`src/rtl/fmmu_sequencer.sv`:
```
// FMMU sequencer: scans a shadowed FMMU entry table against one datagram and issues mapped accesses.
// Optional FMMU_SEQ_MISS_CNT_EN adds a saturating count of datagrams that mapped no entry.
module fmmu_sequencer #(
  parameter int NUM_FMMU = 4
) (
  input  logic        clk,
  input  logic        RSTN,
  input  logic        cfg_we,
  input  logic [2:0]  cfg_idx,
  input  logic        cfg_en,
  input  logic [15:0] cfg_phys_start,
  input  logic [31:0] cfg_log_start,
  input  logic [7:0]  cfg_log_len,
  input  logic        subdv,
  input  logic [31:0] sub_address,
  input  logic [7:0]  sub_len,
  output logic        busy,
  output logic        bus_req,
  input  logic        bus_ack,
  output logic [15:0] bus_address,
  output logic [7:0]  bus_offset,
  output logic [7:0]  bus_len,
  output logic        done,
`ifdef FMMU_SEQ_MISS_CNT_EN
  output logic        hit,
  output logic [15:0] miss_cnt
`else
  output logic        hit
`endif
);

  localparam logic [3:0] LP_NUM  = 4'(NUM_FMMU);
  localparam logic [2:0] LP_LAST = 3'(NUM_FMMU - 1);

  typedef enum logic [1:0] {S_IDLE, S_CHECK, S_ISSUE, S_DONE} state_t;

  state_t      r_state;
  logic [2:0]  r_idx;
  logic        r_any;
  logic [31:0] r_addr;
  logic [7:0]  r_len;

  // Tables are sized for the full 3-bit index; entries >= NUM_FMMU are never written.
  logic        r_en    [8];
  logic [15:0] r_phys  [8];
  logic [31:0] r_log   [8];
  logic [7:0]  r_elen  [8];
  logic        r_sh_en   [8];
  logic [15:0] r_sh_phys [8];
  logic [31:0] r_sh_log  [8];
  logic [7:0]  r_sh_len  [8];

  logic [32:0] w_a, w_ae, w_l, w_le, w_s, w_e;
  logic        w_hit;
  logic        w_step;
  logic [15:0] w_baddr;
  logic [7:0]  w_boff, w_blen;

  always_comb begin
    w_a  = {1'b0, r_addr};
    w_ae = w_a + 33'(r_len);
    w_l  = {1'b0, r_sh_log[r_idx]};
    w_le = w_l + 33'(r_sh_len[r_idx]);
    w_s  = (w_a > w_l) ? w_a : w_l;
    w_e  = (w_ae < w_le) ? w_ae : w_le;
    w_hit = r_sh_en[r_idx] && (r_len != '0) && (r_sh_len[r_idx] != '0) && (w_s < w_e);
    // Differences are bounded by the 8-bit lengths, so truncated operands give exact results.
    w_baddr = r_sh_phys[r_idx] + w_s[15:0] - w_l[15:0];
    w_boff  = w_s[7:0] - w_a[7:0];
    w_blen  = w_e[7:0] - w_s[7:0];
    w_step  = ((r_state == S_CHECK) && !w_hit) || ((r_state == S_ISSUE) && bus_ack);
  end

  always_ff @(posedge clk or negedge RSTN) begin
    if (!RSTN) begin
      r_en   <= '{default: '0};
      r_phys <= '{default: '0};
      r_log  <= '{default: '0};
      r_elen <= '{default: '0};
    end else if (cfg_we && ({1'b0, cfg_idx} < LP_NUM)) begin
      r_en[cfg_idx]   <= cfg_en;
      r_phys[cfg_idx] <= cfg_phys_start;
      r_log[cfg_idx]  <= cfg_log_start;
      r_elen[cfg_idx] <= cfg_log_len;
    end
  end

  always_ff @(posedge clk or negedge RSTN) begin
    if (!RSTN) begin
      r_state     <= S_IDLE;
      r_idx       <= '0;
      r_any       <= 1'b0;
      r_addr      <= '0;
      r_len       <= '0;
      r_sh_en     <= '{default: '0};
      r_sh_phys   <= '{default: '0};
      r_sh_log    <= '{default: '0};
      r_sh_len    <= '{default: '0};
      busy        <= 1'b0;
      bus_req     <= 1'b0;
      bus_address <= '0;
      bus_offset  <= '0;
      bus_len     <= '0;
      done        <= 1'b0;
      hit         <= 1'b0;
`ifdef FMMU_SEQ_MISS_CNT_EN
      miss_cnt    <= '0;
`endif
    end else begin
      case (r_state)
        S_IDLE: begin
          if (subdv) begin
            r_addr    <= sub_address;
            r_len     <= sub_len;
            r_sh_en   <= r_en;
            r_sh_phys <= r_phys;
            r_sh_log  <= r_log;
            r_sh_len  <= r_elen;
            r_idx     <= '0;
            r_any     <= 1'b0;
            busy      <= 1'b1;
            r_state   <= S_CHECK;
          end
        end
        S_CHECK: begin
          if (w_hit) begin
            bus_req     <= 1'b1;
            bus_address <= w_baddr;
            bus_offset  <= w_boff;
            bus_len     <= w_blen;
            r_any       <= 1'b1;
            r_state     <= S_ISSUE;
          end
        end
        S_ISSUE: begin
          if (bus_ack) bus_req <= 1'b0;
        end
        S_DONE: begin
          done    <= 1'b0;
          hit     <= 1'b0;
          busy    <= 1'b0;
          r_state <= S_IDLE;
        end
        default: r_state <= S_IDLE;
      endcase

      // Shared advance for a CHECK miss and an acknowledged ISSUE.
      if (w_step) begin
        if (r_idx == LP_LAST) begin
          done    <= 1'b1;
          hit     <= r_any;
          r_state <= S_DONE;
`ifdef FMMU_SEQ_MISS_CNT_EN
          if (!r_any && (miss_cnt != 16'hFFFF)) miss_cnt <= miss_cnt + 16'd1;
`endif
        end else begin
          r_idx   <= r_idx + 3'd1;
          r_state <= S_CHECK;
        end
      end
    end
  end

endmodule
```
`config.mk`:
```
export PLATFORM = sky130hd
export DESIGN_NAME = fmmu_sequencer
export DESIGN_NICKNAME = d
export VERILOG_FILES = /design/src/rtl/fmmu_sequencer.sv
export SDC_FILE = /design/constraint.sdc
export NUM_CORES = 2
export LEC_CHECK = 0
export CORE_MARGIN = 2
export CORE_UTILIZATION = 34
export DETAILED_ROUTE_END_ITERATION = 16
export PLACE_DENSITY = 0.56
export SYNTH_ARGS = -nofsm -noshare
export SYNTH_HDL_FRONTEND = slang
export SYNTH_SLANG_ARGS = --single-unit
export TNS_END_PERCENT = 30
```
`constraint.sdc`:
```
create_clock -name clk -period 15.2 [get_ports clk]
set_clock_uncertainty 0.05 [all_clocks]
set_input_delay 3.04 -clock clk [delete_from_list [all_inputs] [get_ports clk]]
set_output_delay 3.04 -clock clk [all_outputs]
set_load 0.01 [all_outputs]
```
==> summary.txt <==
Drt
  • Iter 0 DRT Violations: 1395
  • DR vias/cell: 4.81
  • Routed vias: 23800
  • DRC: 0
  • DRT Wirelength: approximately 100 mm
  • Routed WL per cell: 19.7 um
  • Drt pass-1 iters: 5
  • Routed Antenna Nets: 0

Timing
  • Setup tns final: 0 ns
  • Final worst path period share: a little over two thirds
  • Final setup fails: 0
  • Crit path time final: 10.68 ns
  • Max Clk Rate: 93.6 MHz
  • Final hold vios: 0
  • Final slew viol count: 0
  • Worst slew margin: 25.5%
  • RSZ-0062 raised after global routing: no
  • Worst-Margin Slew: 1.12 ns

Logic synthesis
  • Sequential fraction of the synthesis area: 56.2%
  • Area leader, netlist: dfrtp_1
  • Yosys cell types: 73
  • Top cells by area, synth: dfrtp_1, mux2_2, mux4_2
  • Syn Area/Cell: 13.8 um^2
  • Synth Cell Area: 44300 um^2
  • Commonest cells post-synth: dfrtp_1, mux2_2, clkbuf_1, ha_1, mux4_2
  • Syn Inst Count: roughly 3200
  • EDFF count, synth: 0
  • Syn_nets: 3475
  • Synth Warn #: 0
  • Synth top area share: 56.2%
  • Asr flop ratio synth: 100%
  • Seq cells post-synth: 994
  • Most common cell in the synthesized netlist: dfrtp_1
  • Synth Flop Type: dfrtp_1

Critical path
  • Crit path kind: flop to flop
  • Crit-path slowest cell: dfrtp_4
  • CP required: 15.76 ns
  • Crit end category: flop
  • CP Data Arrival Time: 11.24 ns
  • Crit Path Max Fanout: 62
  • Max stage delay on crit path: between 0.7 and 0.8 ns
  • Startpoint Class: flop

CTS
  • Clock Sinks: 994
  • # H-tree levels: 3
  • Cts hold-fix bufs: 0
  • CTS tree: done
  • Reg clk slew, reported paths: roughly 0.060 ns
  • Longest Clk Path Bufs: 3
  • CTS root buf: clkbuf_16
  • CTS buffer count: a little over 100
  • Post-CTS Setup Bufs: 0
  • Clock latency on the worst-skew pair: 0.73 ns
  • Post-cts sizing count: 0

Placed design
  • Hpwl dp: 64.6 mm
  • Gpl congestion: 0.850
  • IO Port Bufs: 140

Floorplan
  • Initial core utilization: 34.2%
  • Die Wd: 365 um
  • Core Rows: 132
  • Core ar.: approximately 130000 um^2
  • Top-Level Pins: 141
  • Die Height: 365 um
  • Die area: 133000 um^2

Run
  • Max Cap Viol: 0

Finish
  • Share of layout cells above drive strength 1: 33.8%
  • Layout Nets: 3386
  • Layout area overhead: 13.2%

Global route
  • Initial antenna violation count: 8
  • Vias in the first global route: 24900
  • Pin count of the biggest net entering global routing: 181
  • Overflow after GRT: 0
  • GRT Total Usage: 14.9%
  • First-pass GRT wire length: 153 mm

Status
  • Status: finished clean

Worst hold path
  • Hold crit path type: flop to flop
[cell type report]
| class | count | area [um^2] |
|---|---|---|
| Fill cell | 12100 | 79200 |
| Sequential cell | 994 | 24900 |
| Multi-Input combinational cell | 1772 | 17700 |
| Clock buffer | 152 | 2990 |
| Tap cell | 1742 | 2180 |
| Timing Repair Buffer | 174 | 1720 |
| Clock inverter | 31 | 392 |
| Inverter | 76 | 285 |
| Antenna cell | 1 | 2.50 |
[through the flow]
stage | std cells | setup WS, ns | util (%) | hold WS, ns | cell area (um^2)
finish | 4942 | 4.52 | 38.8 | 0.320 | 50100
global route | 4941 | 3.68 | 38.8 | 0.330 | 50100
CTS | 4941 | 4.55 | 38.8 | 0.325 | 50100
detailed placement | 4758 | 4.54 | 36.2 | 0.312 | 46800
global placement | 4758 | 4.71 | 36.2 | 0.310 | 46800
floorplan | 3208 | 6.87 | - | 0.374 | 44300
[kinds of logic after synthesis]
logic type	Yosys count	share of synthesized area [%]
buf+inv	442	4.05
fa+ha+maj	162	4.90
mux	888	25.4
flops	994	56.2
xor+xnor	87	1.74
simple gates	351	3.81
compound gates	284	3.92
[critical path: cells and delay by family (launching register included)]
family | cells | cell delay (ns)
mux | 4 | 1.42
fa+ha+maj | 3 | 0.73
compound gates | 12 | 2.96
simple gates | 9 | 2.61
flops | 1 | 0.73
buf+inv | 4 | 1.76
xor+xnor | 1 | 0.21
[worst paths after layout]
check | start | end | slack (ns) | depth (start not counted)
worst max-delay path | r_idx[1] | bus_address[0] | 4.52 | 33
max in group asynchronous | RSTN | r_sh_log[223] | 9.81 | 4
worst min-delay path | r_elen[28] | r_elen[28] | 0.32 | 0
worst min register to register | r_elen[28] | r_elen[28] | 0.32 | 0
worst max register to register | r_idx[1] | bus_address[0] | 4.52 | 33
min in group asynchronous | RSTN | r_sh_phys[107] | 2.36 | 1
[metal layers]
metal | wire length [um] | global-route usage [%]
met5 | 84 | 0
met3 | 4270 | 2.91
met2 | 42900 | 22.3
met1 | 48000 | 21.8
met4 | 2230 | 4.74
[registers in the layout (all words and copies together), names as in the netlist, 16 cells and up]
name and count:
r_addr 32, r_sh_log 256, r_phys 128, r_log 256
bus_address 16, r_sh_len 64, r_elen 64, r_sh_phys 128
[cells in the final DEF (no fill, tap or decap), types with 78 or more instances in the layout]
master and n:
ha_1 143, o21ai_0 78, clkbuf_16 101, a21oi_1 98, clkdlybuf4s50_1 139, mux4_2 114
nand2_1 112, dfrtp_1 991, mux2_2 742, nor2_1 91
Power is not shown: default switching activity piles up to over one toggle a cycle in this logic, so the estimate is an artifact.
